File: config.mk
export PLATFORM = sky130hd
export DESIGN_NAME = cart_bus_sched
export DESIGN_NICKNAME = d
export VERILOG_FILES = /design/src/rtl/cart_sched_pkg.sv /design/src/rtl/cart_sched_timer.sv /design/src/rtl/cart_bus_sched.sv
export SDC_FILE = /design/constraint.sdc
export NUM_CORES = 1
export LEC_CHECK = 0
export BUFFER_PORTS_ARGS = -buffer_cell sky130_fd_sc_hd__buf_2
export CAP_MARGIN = 20
export CORE_MARGIN = 2
export CORE_UTILIZATION = 54
export DETAILED_ROUTE_END_ITERATION = 16
export GPL_TIMING_DRIVEN = 0
export PLACE_DENSITY = 0.84
export SYNTH_ARGS = -nofsm -noshare
export SYNTH_HDL_FRONTEND = slang
export SYNTH_SLANG_ARGS = --single-unit
File: constraint.sdc
create_clock -name pclk -period 5.5 [get_ports pclk]
set_clock_uncertainty 0.2 [all_clocks]
set_input_delay 0.275 -clock pclk [delete_from_list [all_inputs] [get_ports pclk]]
set_output_delay 0.275 -clock pclk [all_outputs]
set_load 0.03 [all_outputs]
File: src/rtl/cart_sched_pkg.sv
// ---------------------------------------------------------------------------
// cart_sched_pkg : shared types and constants for the cartridge bus scheduler
// Revision 1.0
// ---------------------------------------------------------------------------
`default_nettype none

package cart_sched_pkg;

  typedef enum logic [2:0] {
    IDLE   = 3'd0,
    TURN   = 3'd1,
    SETUP  = 3'd2,
    STROBE = 3'd3,
    HOLD   = 3'd4
  } state_t;

  localparam logic OWN_EMU = 1'b0;
  localparam logic OWN_SYS = 1'b1;

  function automatic int unsigned max4(input int unsigned a, input int unsigned b,
                                       input int unsigned c, input int unsigned d);
    int unsigned m;
    m = a;
    if (b > m) m = b;
    if (c > m) m = c;
    if (d > m) m = d;
    return m;
  endfunction

endpackage

`default_nettype wire

File: src/rtl/cart_sched_timer.sv
// ---------------------------------------------------------------------------
// cart_sched_timer : loadable down-counter, stops at zero, reused per phase
// Revision 1.0
// ---------------------------------------------------------------------------
`default_nettype none

module cart_sched_timer #(
  parameter int unsigned WIDTH = 3
) (
  input  logic             pclk,
  input  logic             reset_n,
  input  logic             load_i,
  input  logic [WIDTH-1:0] load_val_i,
  output logic             done_o,
  output logic             done_next_o
);

  logic [WIDTH-1:0] cnt_q;
  logic [WIDTH-1:0] cnt_d;

  always_comb begin
    cnt_d = cnt_q;
    if (load_i) begin
      cnt_d = load_val_i;
    end else if (cnt_q != '0) begin
      cnt_d = cnt_q - WIDTH'(1);
    end
  end

  always_ff @(posedge pclk or negedge reset_n) begin
    if (!reset_n) begin
      cnt_q <= '0;
    end else begin
      cnt_q <= cnt_d;
    end
  end

  // done_next_o lets the owner register outputs that depend on the next cycle
  assign done_o      = (cnt_q == '0);
  assign done_next_o = (cnt_d == '0);

endmodule

`default_nettype wire

File: src/rtl/cart_bus_sched.sv
// ---------------------------------------------------------------------------
// cart_bus_sched : arbitrates EMU/SYS onto the shared 8-bit cartridge bus and
// runs each grant as a timed SETUP/STROBE/HOLD transaction.
// Optional macro CART_SCHED_FAIR_EN : force a SYS grant after FAIR_LIMIT EMU grants.
// Revision 1.0
// ---------------------------------------------------------------------------
`default_nettype none

module cart_bus_sched
  import cart_sched_pkg::*;
#(
  parameter int unsigned SETUP_CYC  = 2,
  parameter int unsigned STROBE_CYC = 4,
  parameter int unsigned HOLD_CYC   = 1,
  parameter int unsigned TURN_CYC   = 1,
  parameter int unsigned FAIR_LIMIT = 8
) (
  input  logic        pclk,
  input  logic        reset_n,
  input  logic        emu_req,
  input  logic        emu_we,
  input  logic        emu_cs,
  input  logic [15:0] emu_addr,
  input  logic [7:0]  emu_wdata,
  output logic        emu_ack,
  output logic [7:0]  emu_rdata,
  input  logic        sys_req,
  input  logic        sys_we,
  input  logic        sys_cs,
  input  logic [15:0] sys_addr,
  input  logic [7:0]  sys_wdata,
  output logic        sys_ack,
  output logic [7:0]  sys_rdata,
  input  logic        sys_allow,
  output logic [15:0] cart_a,
  output logic        cart_cs,
  output logic        cart_rd,
  output logic        cart_wr,
  output logic [7:0]  cart_dout,
  output logic        cart_oe,
  input  logic [7:0]  cart_din,
  output logic        busy,
  output logic        owner
);

  localparam int unsigned CNT_W = $clog2(max4(SETUP_CYC, STROBE_CYC, HOLD_CYC, TURN_CYC) + 1);
  localparam logic [CNT_W-1:0] LD_SETUP  = CNT_W'(SETUP_CYC - 1);
  localparam logic [CNT_W-1:0] LD_STROBE = CNT_W'(STROBE_CYC - 1);
  localparam logic [CNT_W-1:0] LD_HOLD   = CNT_W'(HOLD_CYC - 1);
  localparam logic [CNT_W-1:0] LD_TURN   = CNT_W'(TURN_CYC - 1);

  state_t state_q, state_d;
  logic              owner_q, owner_d;
  logic              lat_we_q, lat_we_d;
  logic              lat_cs_q, lat_cs_d;
  logic [15:0]       lat_addr_q, lat_addr_d;
  logic [7:0]        lat_wdata_q, lat_wdata_d;
  logic [7:0]        emu_rdata_q, emu_rdata_d;
  logic [7:0]        sys_rdata_q, sys_rdata_d;
  logic [15:0]       cart_a_q, cart_a_d;
  logic [7:0]        cart_dout_q, cart_dout_d;
  logic              cart_cs_q, cart_cs_d;
  logic              cart_rd_q, cart_rd_d;
  logic              cart_wr_q, cart_wr_d;
  logic              cart_oe_q, cart_oe_d;
  logic              emu_ack_q, emu_ack_d;
  logic              sys_ack_q, sys_ack_d;
  logic              busy_q, busy_d;

  logic              tmr_load;
  logic [CNT_W-1:0]  tmr_val;
  logic              tmr_done;
  logic              tmr_done_next;

  logic              sys_ok;
  logic              force_sys;
  logic              grant_emu;
  logic              grant_sys;
  logic              drive;
  logic              ack_now;

  cart_sched_timer #(.WIDTH(CNT_W)) u_timer (
    .pclk        (pclk),
    .reset_n     (reset_n),
    .load_i      (tmr_load),
    .load_val_i  (tmr_val),
    .done_o      (tmr_done),
    .done_next_o (tmr_done_next)
  );

  assign sys_ok    = sys_req & sys_allow;
  assign grant_emu = emu_req & ~force_sys;
  assign grant_sys = sys_ok & (~emu_req | force_sys);

`ifdef CART_SCHED_FAIR_EN
  localparam int unsigned FAIR_W = $clog2(FAIR_LIMIT + 1);
  logic [FAIR_W-1:0] fair_q, fair_d;

  assign force_sys = sys_ok & (fair_q >= FAIR_W'(FAIR_LIMIT));

  // Counts EMU grants that overtook a pending, allowed SYS request.
  always_comb begin
    fair_d = fair_q;
    if (!sys_ok) begin
      fair_d = '0;
    end else if (state_q == IDLE) begin
      if (grant_sys) begin
        fair_d = '0;
      end else if (grant_emu && (fair_q < FAIR_W'(FAIR_LIMIT))) begin
        fair_d = fair_q + FAIR_W'(1);
      end
    end
  end

  always_ff @(posedge pclk or negedge reset_n) begin
    if (!reset_n) begin
      fair_q <= '0;
    end else begin
      fair_q <= fair_d;
    end
  end
`else
  assign force_sys = 1'b0;
`endif

  always_comb begin
    state_d     = state_q;
    owner_d     = owner_q;
    lat_we_d    = lat_we_q;
    lat_cs_d    = lat_cs_q;
    lat_addr_d  = lat_addr_q;
    lat_wdata_d = lat_wdata_q;
    emu_rdata_d = emu_rdata_q;
    sys_rdata_d = sys_rdata_q;
    tmr_load    = 1'b0;
    tmr_val     = '0;
    case (state_q)
      IDLE: begin
        if (grant_emu || grant_sys) begin
          owner_d     = grant_emu ? OWN_EMU   : OWN_SYS;
          lat_we_d    = grant_emu ? emu_we    : sys_we;
          lat_cs_d    = grant_emu ? emu_cs    : sys_cs;
          lat_addr_d  = grant_emu ? emu_addr  : sys_addr;
          lat_wdata_d = grant_emu ? emu_wdata : sys_wdata;
          tmr_load    = 1'b1;
          // lat_we_q still holds the previous transaction's direction here
          if (lat_we_d != lat_we_q) begin
            state_d = TURN;
            tmr_val = LD_TURN;
          end else begin
            state_d = SETUP;
            tmr_val = LD_SETUP;
          end
        end
      end
      TURN: begin
        if (tmr_done) begin
          state_d  = SETUP;
          tmr_load = 1'b1;
          tmr_val  = LD_SETUP;
        end
      end
      SETUP: begin
        if (tmr_done) begin
          state_d  = STROBE;
          tmr_load = 1'b1;
          tmr_val  = LD_STROBE;
        end
      end
      STROBE: begin
        if (tmr_done) begin
          state_d  = HOLD;
          tmr_load = 1'b1;
          tmr_val  = LD_HOLD;
          if (!lat_we_q) begin
            if (owner_q == OWN_SYS) sys_rdata_d = cart_din;
            else                    emu_rdata_d = cart_din;
          end
        end
      end
      HOLD: begin
        if (tmr_done) state_d = IDLE;
      end
      default: state_d = IDLE;
    endcase
  end

  // Pad-side values are decoded from the next state so every output is a flop.
  always_comb begin
    drive       = (state_d == SETUP) || (state_d == STROBE) || (state_d == HOLD);
    cart_cs_d   = drive & lat_cs_d;
    cart_oe_d   = drive & lat_we_d;
    cart_rd_d   = (state_d == STROBE) & ~lat_we_d;
    cart_wr_d   = (state_d == STROBE) & lat_we_d;
    cart_a_d    = drive ? lat_addr_d : cart_a_q;
    cart_dout_d = (drive && lat_we_d) ? lat_wdata_d : cart_dout_q;
    ack_now     = (state_d == HOLD) && tmr_done_next;
    emu_ack_d   = ack_now && (owner_d == OWN_EMU);
    sys_ack_d   = ack_now && (owner_d == OWN_SYS);
    busy_d      = (state_d != IDLE);
  end

  always_ff @(posedge pclk or negedge reset_n) begin
    if (!reset_n) begin
      state_q     <= IDLE;
      owner_q     <= OWN_EMU;
      lat_we_q    <= 1'b0;
      lat_cs_q    <= 1'b0;
      lat_addr_q  <= '0;
      lat_wdata_q <= '0;
      emu_rdata_q <= '0;
      sys_rdata_q <= '0;
      cart_a_q    <= '0;
      cart_dout_q <= '0;
      cart_cs_q   <= 1'b0;
      cart_rd_q   <= 1'b0;
      cart_wr_q   <= 1'b0;
      cart_oe_q   <= 1'b0;
      emu_ack_q   <= 1'b0;
      sys_ack_q   <= 1'b0;
      busy_q      <= 1'b0;
    end else begin
      state_q     <= state_d;
      owner_q     <= owner_d;
      lat_we_q    <= lat_we_d;
      lat_cs_q    <= lat_cs_d;
      lat_addr_q  <= lat_addr_d;
      lat_wdata_q <= lat_wdata_d;
      emu_rdata_q <= emu_rdata_d;
      sys_rdata_q <= sys_rdata_d;
      cart_a_q    <= cart_a_d;
      cart_dout_q <= cart_dout_d;
      cart_cs_q   <= cart_cs_d;
      cart_rd_q   <= cart_rd_d;
      cart_wr_q   <= cart_wr_d;
      cart_oe_q   <= cart_oe_d;
      emu_ack_q   <= emu_ack_d;
      sys_ack_q   <= sys_ack_d;
      busy_q      <= busy_d;
    end
  end

  assign cart_a    = cart_a_q;
  assign cart_dout = cart_dout_q;
  assign cart_cs   = cart_cs_q;
  assign cart_rd   = cart_rd_q;
  assign cart_wr   = cart_wr_q;
  assign cart_oe   = cart_oe_q;
  assign emu_ack   = emu_ack_q;
  assign sys_ack   = sys_ack_q;
  assign emu_rdata = emu_rdata_q;
  assign sys_rdata = sys_rdata_q;
  assign busy      = busy_q;
  assign owner     = owner_q;

endmodule

`default_nettype wire

==> reports/results.md <==
- **status** finished, final reports clean
- **Post-Route WL** 7.39 mm
- **highest fanout seen on the critical path** 10
- **kind of launch point of the worst setup path** register
- **sequential cell area** 2000 um^2
- **Die Y-Extent** 84.4 um
- **multi-input combinational cell area** 1380 um^2
- **power density cells** 636 nW/um^2
- **ratio of cells with drive above 1 in the final layout** 0.465
- **post-synthesis compound-gate area fraction** 0.0699
- **drt first pass iters** 4
- **peak supply drop** 414 uV
- **synthesis-stage register bit count** 80
- **warning count from the yosys run** 0
- **largest net degree at the start of global routing** 49
- **clk_lat worst skew** 0.35 ns
- **Register-to-Register Path Depth** 9
- **post-place instance area** 4170 um^2
- **Antenna Cells** 0
- **mux contribution to synthesized area** 0.232
- **horizontal die dimension** 84.4 um
- **fraction of synthesized cell area taken by the top area cell type** 0.574
- **Starting Density** 0.553
- **nets in the synthesized netlist** 333
- **total negative setup slack** 0 ns
- **design area** 4510 um^2
- **async set-or-reset flop fraction in the synthesized netlist** 1.00
- **post-synthesis share of cell area spent on full adders, half adders and majority gates** 0.0108
- **clock slew seen by the registers of the worst setup and hold paths** 0.08 ns
- **Bufs and invs on worst path** 2
- **largest area contributor in the netlist** dfrtp_1
- **residual DRC count** 0
- **initial antenna violation count** 0
- **Worst setup EP type** register
- **Wirelength per Cell** 15.4 um
- **Top FF cell, synth** dfrtp_1
- **final setup violating endpoints** 0
- **worst setup path category** register to register
- **vias in the first global route** 2542
- **number of max-slew violations in the final report** 0
- **part of the Yosys area used for sequential elements** 0.574
- **Final Hold Viols** 0
- **number of buffers created by CTS** 9
- **Cell variety after synth** 37
- **root buf cell** clkbuf_8
- **fmax** 370 MHz
- **destination of the critical timing path** cart_dout[2]
- **origin of the critical flop-to-flop path** u_timer.cnt_q[0]
- **most repeated cell in the gate-level netlist after synthesis** dfrtp_1
- **xor/xnor cell area share of the yosys netlist** 0.00968
- **cell mode on critical path** ha_1
- **total of buffers placed on input and output ports** 111
- **cell type of the slowest stage on the worst timing path** or4b_1
- **fin crit period** 2.70 ns
- **leading cell types by count after synthesis** dfrtp_1, o21ai_0, nand2_1
- **Area Overhead vs Synth** 29.2%
- **Die Footprint** 7120 um^2
- **Crit path max-delay family** simple AND/OR/NAND/NOR gates
- **Largest stage delay, worst path** 0.54 ns
- **cells after synthesis** 265
- **Avg Vias per Cell** 5.10
- **basic-gate share of the synthesized area counting and, or, nand and nor cells** 0.0728
- **first-pass GRT wire length** 12.2 mm
- **count of instances resized after the clock tree is built** 0
- **summed instance area of the synthesized netlist** 3490 um^2
- **number of DRC violations after detailed-routing iteration 0** 135
- **worst reg-to-reg setup slack** 2.80 ns
- **stages on the worst setup path** 9
- **Crit Reg-Reg Endpoint** cart_dout[2]
- **post-synthesis area per instance** 13.2 um^2
- **Sinks on Clock Net** 80
- **origin of the worst setup path** u_timer.cnt_q[0]
- **worst path required time** 5.53 ns
- **filler cell count in the final layout** 456
- **arrival time at the worst endpoint** 2.73 ns
- **overall overflow remaining after global route** 0
- **unrepaired setup endpoints after global routing** false
- **number of maximum-capacitance violations** 0
- **non-filler cells, final** 479
- **post-detailed-route count of antenna-violating nets** 0
- **level count of the clock H-tree** 3
- **number of cell rows** 29
- **total routing resource utilization after global routing** 0.220
- **clock tree from TritonCTS** built
- **slew of the pin with the lowest slew margin** 0.689 ns
- **worst min-delay path class** primary input to register
- **final clock period utilization by the worst path** 0.491
- **Routability Congestion** 0.808
- **num ports** 113
- **cell types with the largest area share after synthesis** dfrtp_1, mux2_2, mux2i_1
- **cells along the critical path** inv_1, ha_1, ha_1, buf_2, or4b_1, o21ai_2, a21oi_4, nor2_8, mux2_4
- **total via count after detailed routing** 2445
- **placed wire-length estimate after detailed placement** 5.13 mm
- **number of flops mapped to enable cells by yosys** 0
- **post-placement cell count** 454
- **Clock Tree Buf Depth** 2
- **headroom to the max-slew limit** 0.539
- **P_leak** 2.34 nW
- **placeable core region** 6310 um^2
- **dominant combinational cell family by area after synthesis** multiplexers
- **nets@finish** 465
-- kinds of logic after synthesis --
group | Yosys count
XOR/XNOR | 3
flip-flops | 80
buffers and inverters | 20
AO/OA/AOI/OAI | 42
multiplexers | 69
adder cells (fa/ha/maj) | 3
AND/OR/NAND/NOR | 48
-- layout by cell type (no fill, tap or decap), drive strengths merged, types with 3 or more instances in the layout --
| cell type | netlist | routed |
|---|---|---|
| buf | 10 | 122 |
| dfrtp | 80 | 80 |
| mux2 | 41 | 41 |
| o21ai | 29 | 29 |
| mux2i | 28 | 28 |
| nand2 | 27 | 27 |
| clkbuf | 4 | 15 |
| dlygate4sd3 | 0 | 9 |
| inv | 6 | 6 |
| a21oi | 6 | 6 |
| nor2 | 5 | 5 |
| nand2b | 3 | 3 |
| nor2b | 3 | 3 |
| ha | 3 | 3 |
| bufinv | 0 | 3 |
-- report_power, final --
group          internal [W]  switching (W)
combinational      0.000570       0.000801
sequential         0.000856       0.000118
clock              0.000314       0.000210
-- flip-flops by register name, indices dropped and copies added (netlist names) --
register and cells:
cart_a 16, lat_addr_q 16, cart_dout 8, emu_rdata 8, lat_wdata_q 8, sys_rdata 8, state_q 3, u_timer.cnt_q 3
busy 1, cart_cs 1, cart_oe 1, cart_rd 1, cart_wr 1, emu_ack 1, lat_cs_q 1, lat_we_q 1
owner 1, sys_ack 1
-- timing repair --
action,in CTS,in global routing
hold endpoints to repair,48,0
setup buffers,0,0
hold buffers,9,0
-- worst min-delay path by stage --
stage | start | endpoint | slack (ns) | cells after the start
final | sys_allow | owner | 0.07 | 3
after global placement | lat_addr_q[5] | lat_addr_q[5] | 0.27 | 2
after detailed placement | reset_n | cart_a[4] | 0.05 | 1
after floorplan | reset_n | busy | -0.22 | 0
after global routing | emu_wdata[5] | lat_wdata_q[5] | 0.09 | 3
after CTS | sys_allow | owner | 0.06 | 3
-- area by class of cell --
type,count,share of cell area
timing repair buffer,121,0.150
multi-input combinational,165,0.306
inverter,6,0.00500
clock inverter,5,0.0230
clock buffer,11,0.0314
buffer,14,0.0192
sequential,80,0.444
tap,77,0.0214
-- per-stage QoR --
step	setup slack (ns)	hold WS, ns	utilization	total power (W)
after floorplan	3.03	-0.221	-	0.00200
after global placement	2.89	0.267	0.656	0.00229
after detailed placement	2.83	0.0544	0.661	0.00235
after CTS	2.79	0.0648	0.714	0.00289
after global routing	2.69	0.0906	0.714	0.00303
final	2.80	0.0725	0.714	0.00287
-- metal layers --
metal | part of all wire | global-route usage
met5 | 0 | 0
met4 | 0.016 | 0.0851
met3 | 0.039 | 0.0442
met2 | 0.53 | 0.382
met1 | 0.41 | 0.272
-- worst register-to-register path: stages, from the launching register on --
cell and delay, ns:
dfrtp_1 0.37, inv_1 0.05, ha_1 0.21, ha_1 0.20
buf_2 0.18, or4b_1 0.54, o21ai_2 0.11, a21oi_4 0.11
nor2_8 0.28, mux2_4 0.34
No activity file was read; power rests on OpenSTA's default activity.
